--- src/rtl/pulse_gen_pkg.sv ---
// Shared encodings and edge-qualification helper for the multi-channel one-shot pulse generator.
package pulse_gen_pkg;

  typedef enum logic [1:0] {
    MODE_OFF  = 2'b00,
    MODE_RISE = 2'b01,
    MODE_FALL = 2'b10,
    MODE_BOTH = 2'b11
  } mode_e;

  typedef enum logic [1:0] {
    ST_IDLE  = 2'b00,
    ST_PULSE = 2'b01,
    ST_HOLD  = 2'b10
  } state_e;

  function automatic logic edge_qualify(input mode_e m, input logic rise, input logic fall);
    logic hit;
    case (m)
      MODE_RISE: hit = rise;
      MODE_FALL: hit = fall;
      MODE_BOTH: hit = rise | fall;
      default:   hit = 1'b0;
    endcase
    return hit;
  endfunction

endpackage

--- src/rtl/pulse_gen_multi_channel.sv ---
// One channel: optional synchroniser, edge detect, IDLE/PULSE/HOLD sequencer and sticky drop flag.
module pulse_gen_channel
  import pulse_gen_pkg::*;
#(
  parameter int unsigned CNT_W       = 8,
  parameter int unsigned SYNC_STAGES = 2
) (
  input  logic             clk,
  input  logic             reset,
  input  logic             sig_i,
  input  logic [1:0]       mode_i,
  input  logic [CNT_W-1:0] pulse_len_i,
  input  logic [CNT_W-1:0] holdoff_i,
  input  logic             clear_dropped_i,
  output logic             pulse_o,
  output logic             busy_o,
  output logic             dropped_o
);

  logic s;
  logic s_d_q;

  if (SYNC_STAGES == 0) begin : g_nosync
    assign s = sig_i;
  end else begin : g_sync
    logic [SYNC_STAGES-1:0] sync_q;
    always_ff @(posedge clk or negedge reset) begin
      if (!reset) sync_q <= '0;
      else        sync_q <= (sync_q << 1) | SYNC_STAGES'(sig_i);
    end
    assign s = sync_q[SYNC_STAGES-1];
  end

  logic rise, fall, edge_hit;
  assign rise     = s & ~s_d_q;
  assign fall     = ~s & s_d_q;
  assign edge_hit = edge_qualify(mode_e'(mode_i), rise, fall);

  state_e           state_q, state_d;
  logic [CNT_W-1:0] cnt_q, cnt_d;
  logic [CNT_W-1:0] hold_q, hold_d;
  logic             pulse_q, pulse_d;
  logic             dropped_q, dropped_d;
  logic             drop;

  always_comb begin
    state_d = state_q;
    cnt_d   = cnt_q;
    hold_d  = hold_q;
    pulse_d = pulse_q;
    drop    = 1'b0;
    // Mode off overrides whatever the sequencer is doing, truncating a live pulse.
    if (mode_e'(mode_i) == MODE_OFF) begin
      state_d = ST_IDLE;
      cnt_d   = '0;
      pulse_d = 1'b0;
    end else begin
      case (state_q)
        ST_IDLE: begin
          if (edge_hit) begin
            state_d = ST_PULSE;
            cnt_d   = (pulse_len_i == '0) ? '0 : pulse_len_i - CNT_W'(1);
            hold_d  = holdoff_i;
            pulse_d = 1'b1;
          end
        end
        ST_PULSE: begin
          drop = edge_hit;
          if (cnt_q == '0) begin
            pulse_d = 1'b0;
            if (hold_q != '0) begin
              state_d = ST_HOLD;
              cnt_d   = hold_q - CNT_W'(1);
            end else begin
              state_d = ST_IDLE;
            end
          end else begin
            cnt_d = cnt_q - CNT_W'(1);
          end
        end
        ST_HOLD: begin
          drop = edge_hit;
          if (cnt_q == '0) state_d = ST_IDLE;
          else             cnt_d   = cnt_q - CNT_W'(1);
        end
        default: begin
          state_d = ST_IDLE;
          cnt_d   = '0;
          pulse_d = 1'b0;
        end
      endcase
    end
    dropped_d = drop ? 1'b1 : (clear_dropped_i ? 1'b0 : dropped_q);
  end

  always_ff @(posedge clk or negedge reset) begin
    if (!reset) begin
      s_d_q     <= 1'b0;
      state_q   <= ST_IDLE;
      cnt_q     <= '0;
      hold_q    <= '0;
      pulse_q   <= 1'b0;
      dropped_q <= 1'b0;
    end else begin
      s_d_q     <= s;
      state_q   <= state_d;
      cnt_q     <= cnt_d;
      hold_q    <= hold_d;
      pulse_q   <= pulse_d;
      dropped_q <= dropped_d;
    end
  end

  assign pulse_o   = pulse_q;
  assign busy_o    = (state_q != ST_IDLE);
  assign dropped_o = dropped_q;

endmodule

--- src/rtl/pulse_gen_multi.sv ---
// Top level: one independent pulse_gen_channel per input, sharing pulse length and hold-off.
module pulse_gen_multi
  import pulse_gen_pkg::*;
#(
  parameter int unsigned CHANNELS    = 4,
  parameter int unsigned CNT_W       = 8,
  parameter int unsigned SYNC_STAGES = 2
) (
  input  logic                  clk,
  input  logic                  reset,
  input  logic [CHANNELS-1:0]   sig_in,
  input  logic [2*CHANNELS-1:0] mode,
  input  logic [CNT_W-1:0]      pulse_len,
  input  logic [CNT_W-1:0]      holdoff,
  input  logic [CHANNELS-1:0]   clear_dropped,
  output logic [CHANNELS-1:0]   pulse,
  output logic [CHANNELS-1:0]   busy,
  output logic [CHANNELS-1:0]   dropped
);

  for (genvar i = 0; i < CHANNELS; i++) begin : g_ch
    pulse_gen_channel #(
      .CNT_W       (CNT_W),
      .SYNC_STAGES (SYNC_STAGES)
    ) u_ch (
      .clk             (clk),
      .reset           (reset),
      .sig_i           (sig_in[i]),
      .mode_i          (mode[2*i +: 2]),
      .pulse_len_i     (pulse_len),
      .holdoff_i       (holdoff),
      .clear_dropped_i (clear_dropped[i]),
      .pulse_o         (pulse[i]),
      .busy_o          (busy[i]),
      .dropped_o       (dropped[i])
    );
  end

endmodule

--- config.mk ---
export PLATFORM = sky130hd
export DESIGN_NAME = pulse_gen_multi
export DESIGN_NICKNAME = d
export VERILOG_FILES = /design/src/rtl/pulse_gen_pkg.sv /design/src/rtl/pulse_gen_multi_channel.sv /design/src/rtl/pulse_gen_multi.sv
export SDC_FILE = /design/constraint.sdc
export NUM_CORES = 1
export LEC_CHECK = 0
export CORE_MARGIN = 5
export CORE_UTILIZATION = 55
export DETAILED_ROUTE_END_ITERATION = 6
export HOLD_SLACK_MARGIN = 0.05
export PLACE_DENSITY = 0.76
export SLEW_MARGIN = 10
export SYNTH_ARGS = -nofsm -noshare
export SYNTH_HDL_FRONTEND = slang
export SYNTH_SLANG_ARGS = --single-unit
--- constraint.sdc ---
create_clock -name clk -period 3.3 [get_ports clk]
set_input_delay 0.99 -clock clk [delete_from_list [all_inputs] [get_ports clk]]
set_output_delay 0.99 -clock clk [all_outputs]
set_load 0.05 [all_outputs]
== After elaboration in Yosys (flattened, before gate mapping) ==
Index checks and enable logic that the tools add are counted.

* Add/sub/neg operators: 9
* Eq/ne operators: 44
* Mux-type cells: 85
* Bitwise gates (word level): 28
* Reductions and logical operators: 45

{| class="wikitable"
|+ Operators with widths
! operator !! count
|-
| $mux W8 || 21
|-
| $pmux W8 S3 || 4
|-
| $sub A8 B1 Y8 const B || 9
|-
| $reduce_and A3 Y1 || 16
|-
| $logic_not A8 Y1 || 5
|-
| $mux W2 || 20
|-
| $ne A3 B1 Y1 const B || 12
|-
| $reduce_bool A8 Y1 || 4
|-
| $mux W1 || 28
|-
| $eq A2 B2 Y1 const B || 12
|-
| $pmux W1 S3 || 8
|-
| $pmux W2 S3 || 4
|-
| $eq A2 B1 Y1 const B || 8
|-
| $logic_not A2 Y1 || 8
|-
| $ne A4 B3 Y1 const B || 4
|-
| $reduce_bool A2 Y1 || 8
|-
| $ne A3 B2 Y1 const B || 4
|-
| $not A1 Y1 || 12
|-
| $and A1 B1 Y1 || 8
|-
| $ne A2 B1 Y1 const B || 4
|-
| $or A2 B1 Y2 || 4
|-
| $reduce_or A2 Y1 || 4
|-
| $or A1 B1 Y1 || 4
|}

* Register bits after elaboration: 92
* Input port bits: 34
* Word-level logic and storage cells: 239

== Logic depth before layout (Yosys ltp) ==
* Depth in word-level cells: 7
* Gate-level depth with buffers: 9
* Gate-level depth less buffers: 7

== Hierarchy ==
From an unflattened synthesis, not the netlist that was laid out.

* Cells, all modules: 704
* Area total of the unflattened synthesis: 6,702.7 sq um

{| class="wikitable"
|+ Modules (own cells, without submodules)
! module !! times used !! cells each !! area an instance (sq um) !! sequential area each (sq um)
|-
| pulse_gen_channel at g_ch[1].u_ch ... || 2 || 177 || 1,676.6 || 575.6
|-
| pulse_gen_channel at g_ch[0].u_ch || 1 || 180 || 1,714.1 || 575.6
|-
| pulse_gen_channel at g_ch[3].u_ch || 1 || 170 || 1,635.3 || 575.6
|}

== Least setup slack after synthesis ==
Ideal clock, no wire load.

* Path kind: input port to flip-flop
* Start point: in pulse_len[0]
* End point: reg g_ch[3].u_ch.cnt_q[0]
* Library setup time: 0.130 ns
* Arrival time: 2.461 ns
* Path slack: 0.709 ns
* Cell stages on the path: 8
* Path buffers: 1
* Path through: inv_1 > ha_1 > nor4b_1 > and2_1 > clkbuf_1 > nor2_1 > a222oi_1 > o21ai_0

* Longest elaborated chain between the ends: 5

{| class="wikitable"
|+ Ends and longest elaborated chain
! item !! line !! RTL
|-
| from (decl) || pulse_gen_multi.sv:13 || <nowiki>input logic [CNT_W-1:0] pulse_len,</nowiki>
|-
| $sub A8 B1 Y8 or $logic_not A8 Y1 (tied branches) || pulse_gen_multi_channel.sv:62 || <nowiki>cnt_d = (pulse_len_i == '0) ? '0 : pulse_len_i - CNT_W'(1);</nowiki>
|-
| $mux W8 (*) || pulse_gen_multi_channel.sv:62 ||
|-
| $mux W8 (*) || pulse_gen_multi_channel.sv:60 || <nowiki>if (edge_hit) begin</nowiki>
|-
| $pmux W8 S3 (*) || pulse_gen_multi_channel.sv:58 || <nowiki>case (state_q)</nowiki>
|-
| $mux W8 (*) || pulse_gen_multi_channel.sv:53 || <nowiki>if (mode_e'(mode_i) == MODE_OFF) begin</nowiki>
|-
| to (signal assigned) || pulse_gen_multi_channel.sv:107 || <nowiki>cnt_q <= cnt_d;</nowiki>
|-
| to (decl) || pulse_gen_multi_channel.sv:40 || <nowiki>logic [CNT_W-1:0] cnt_q, cnt_d;</nowiki>
|}

Every way passes the cells marked *; elsewhere a longest branch is shown, timed or not. The select of a mux whose other input is x is not followed.
A chain may end at the register's enable or synchronous reset.

== Worst setup path in the final report ==
* Start point: reg g_ch[0].u_ch.state_q[1]
* End point: out busy[0]

* Longest elaborated chain between the ends: 1

{| class="wikitable"
|+ Ends and longest elaborated chain
! item !! line !! RTL
|-
| from (decl) || pulse_gen_multi_channel.sv:39 || <nowiki>state_e state_q, state_d;</nowiki>
|-
| from (signal assigned) || pulse_gen_multi_channel.sv:106 || <nowiki>state_q <= state_d;</nowiki>
|-
| $reduce_bool A2 Y1 || pulse_gen_multi_channel.sv:115 || <nowiki>assign busy_o = (state_q != ST_IDLE);</nowiki>
|-
| to (decl) || pulse_gen_multi.sv:17 || <nowiki>output logic [CHANNELS-1:0] busy,</nowiki>
|}

Every way passes these cells.

==> summary.md <==
| Metric | Value |
|---|---|
| GR Util All Layers | `24.0%` |
| Max Cap Viol | `0` |
| Share of power burned in the clock network | `12.9%` |
| Worst-Margin Slew | `909 ps` |
| Clock Latency Late Sink | `380 ps` |
| Cts repair resizes | `0` |
| Most frequent CP cell | `inv_1` |
| Yosys warns | `0` |
| Post-CTS Setup Bufs | `0` |
| Sum Neg Setup Slack | `0 ps` |
| Initial DRT Pass Iterations | `5` |
| Synthesized area | `0.00602 mm2` |
| Critical Path End Type | `primary output` |
| Flop pwr share | `33.1%` |
| Remaining Overflow, GRT | `0` |
| Hold Fails Final Rpt | `0` |
| Max incr delay on CP | `710 ps` |
| Vias | `5171` |
| Power density over cell area | `926 mW/mm2` |
| Worst-path cell chain | `inv_1 > ha_1 > inv_1 > clkdlybuf4s50_1` |
| Final Cycle Share | `96.2%` |
| Final RePlAce weighted congestion | `0.909` |
| Placed inst area | `0.00660 mm2` |
| DP Cell Count | `805` |
| Design area | `0.00681 mm2` |
| CTS buffer count | `9` |
| ANT nets after route | `0` |
| Pint | `0.00342 W` |
| # clock sinks | `92` |
| Slew Limit Headroom | `38.8%` |
| First-pass GRT wire length | `25000 um` |
| Antenna violations before repair | `0` |
| Net Sw Frac | `45.8%` |
| Maximum vdd ir drop | `583 uV` |
| I/O Pins | `46` |
| Die footprint | `0.0131 mm2` |
| Ys async rst share | `100%` |
| 1st-iter DRT viols | `544` |
| Drt via density | `6.30` |
| Number of global-route vias before repair | `5000` |
| Fin cells | `821` |
| Fraction of layout cells with a size suffix above 1 | `13.5%` |
| Port Buffers | `45` |
| Clock tree buffer depth | `2` |
| Overall power | `0.00631 W` |
| Crit path launch type | `flop` |
| Ant. Diodes | `0` |
| Net switching power | `0.00289 W` |
| WL final | `15300 um` |
| Worst Path Max Fanout | `13` |
| RSZ-0062 raised after global routing | `false` |
| Post-synth EDFFs | `0` |
| Nets | `748` |
| Initial Util | `55.8%` |
| Buf/Inv on CP | `3` |
| Crit Path Class | `reg -> out` |
| Die Y-Extent | `115 um` |
| Status | `completed` |
| CTS root buf | `clkbuf_8` |
| Unique masters post-synth | `65` |
| Fmax | `315 MHz` |
| Register area share after synthesis | `38.3%` |
| Worst Skew | `8.99 ps` |
| Synth Register Bits | `92` |
| Slew Viols, Final | `0` |
| # DRC | `0` |
| Row count | `38` |
| Die width | `115 um` |
| FILL cells | `871` |
| Htree depth | `3` |
| CTS tree | `done` |
| Worst endpoint data arrival time | `2190 ps` |
| Primary FF master, synth | `dfrtp_1` |
| Mapped Nets | `704` |
| Placeable Area | `0.0108 mm2` |
| Area Growth Syn to Fin | `13.2%` |
| Fin crit period | `3180 ps` |
| Worst hold path type | `reg -> reg` |
| Largest net degree at the start of global routing | `44` |
| Drt wl/cell | `18.6 um` |
| Clk slew on worst S/H paths | `90 ps` |
| Pleak | `2.92 nW` |
| Crit-path slowest cell | `clkdlybuf4s50_1` |
| Hold Buf Count CTS | `0` |
| Worst EP required | `2310 ps` |
| Top Family by Delay on Critical Path | `buffers and inverters` |
| Post-Synthesis Cells | `632` |
| Syn avg cell area | `9.52 um2` |
| Comb pwr share | `54.0%` |
| HPWL Detailed | `11300 um` |
| Finish-stage setup viols | `0` |
-- final timing paths --
path | startpoint | endpoint | slack (ps) | cells after the start
worst max-delay path | g_ch[0].u_ch.state_q[1] | busy[0] | 120 | 4
worst min-delay path | g_ch[2].u_ch.g_sync.sync_q[0] | g_ch[2].u_ch.g_sync.sync_q[1] | 350 | 0
worst max register to register | g_ch[2].u_ch.hold_q[0] | g_ch[2].u_ch.cnt_q[2] | 610 | 7
worst min register to register | g_ch[2].u_ch.g_sync.sync_q[0] | g_ch[2].u_ch.g_sync.sync_q[1] | 350 | 0
max in group asynchronous | reset | g_ch[0].u_ch.state_q[1] | 2020 | 2
min in group asynchronous | reset | g_ch[3].u_ch.state_q[0] | 590 | 1
-- cell usage after synthesis (12+ instances only) --
cell / count / area, um2
o21ai_0: 41 / 205
nand2_1: 34 / 128
nor2_1: 48 / 180
a21oi_1: 23 / 115
a221oi_1: 18 / 158
ha_1: 38 / 475
inv_1: 54 / 203
clkbuf_1: 13 / 48.8
xor2_1: 12 / 105
nor3_1: 22 / 110
mux2_2: 34 / 383
nor3b_1: 15 / 113
dfrtp_1: 92 / 2300
buf_4: 13 / 97.6
xnor2_1: 15 / 131
-- sequential cells by signal (all words and copies together) (netlist names) --
signal / count
g_ch.u_ch.cnt_q: 32
g_ch.u_ch.hold_q: 32
g_ch.u_ch.g_sync.sync_q: 8
g_ch.u_ch.state_q: 8
g_ch.u_ch.dropped_o: 4
g_ch.u_ch.pulse_o: 4
g_ch.u_ch.s_d_q: 4
-- layout by cell type (no fill, tap or decap), types with 12 or more instances in the layout --
master	Yosys	routed
inv_1	54	54
nor3b_1	15	15
o21ai_0	41	41
ha_1	38	37
nand2_1	34	34
dfrtp_1	92	92
buf_4	13	17
a21oi_1	23	23
nor3_1	22	22
xnor2_1	15	15
xor2_1	12	12
mux2_2	34	34
nor2_1	48	48
a221oi_1	18	18
clkdlybuf4s50_1	0	43
-- routing by layer --
metal	wire length, um	GRT usage [%]
met3	983	5.44
met1	6800	32.7
met2	7120	37.1
met5	0	0
met4	394	9.42
-- area by class of cell --
class | instances | area, um2 | share of cell area (%)
Inverter | 54 | 203 | 2.97
Sequential cell | 92 | 2300 | 33.8
Multi-Input combinational cell | 458 | 3350 | 49.2
Clock inverter | 5 | 60.1 | 0.881
Tap cell | 140 | 175 | 2.57
Clock buffer | 11 | 151 | 2.22
Timing Repair Buffer | 61 | 571 | 8.37
-- worst reg2reg max path, stage by stage, from the launching register on --
cell and delay [ps]:
dfrtp_1 430, inv_1 90, ha_1 200, or4b_4 500, o41a_1 370, o41ai_4 440, or3_1 400, o21ai_1 130
-- kinds of logic (layout without fill, tap and decap cells) --
logic type / after synthesis / count (layout) / share of synthesized area (%)
xor+xnor: 27 / 27 / 3.93
simple gates: 191 / 191 / 17.3
compound gates: 168 / 168 / 20.2
mux: 34 / 34 / 6.36
fa+ha+maj: 38 / 38 / 7.90
flops: 92 / 92 / 38.3
buf+inv: 82 / 131 / 6.07
-- through the flow --
| stage | hold slack, ps | utilization [%] | setup WS [ps] |
|---|---|---|---|
| finish | 354 | 63.1 | 124 |
| global route | 353 | 63.1 | 6.09 |
| CTS | 356 | 63.1 | 17.9 |
| detailed placement | 335 | 61.1 | 42.8 |
| global placement | 332 | 61.1 | 180 |
| floorplan | 331 | - | 709 |
-- power groups by stage --
stage / clock [W] / combinational, W / sequential (W)
finish: 0.000816 / 0.00341 / 0.00209
global route: 0.000879 / 0.00374 / 0.00215
CTS: 0.000833 / 0.00337 / 0.00208
detailed placement: 0 / 0.00335 / 0.00209
global placement: 0 / 0.00328 / 0.00207
floorplan: 0 / 0.00267 / 0.00195
Note: power is estimated with default switching activity, not from simulation.
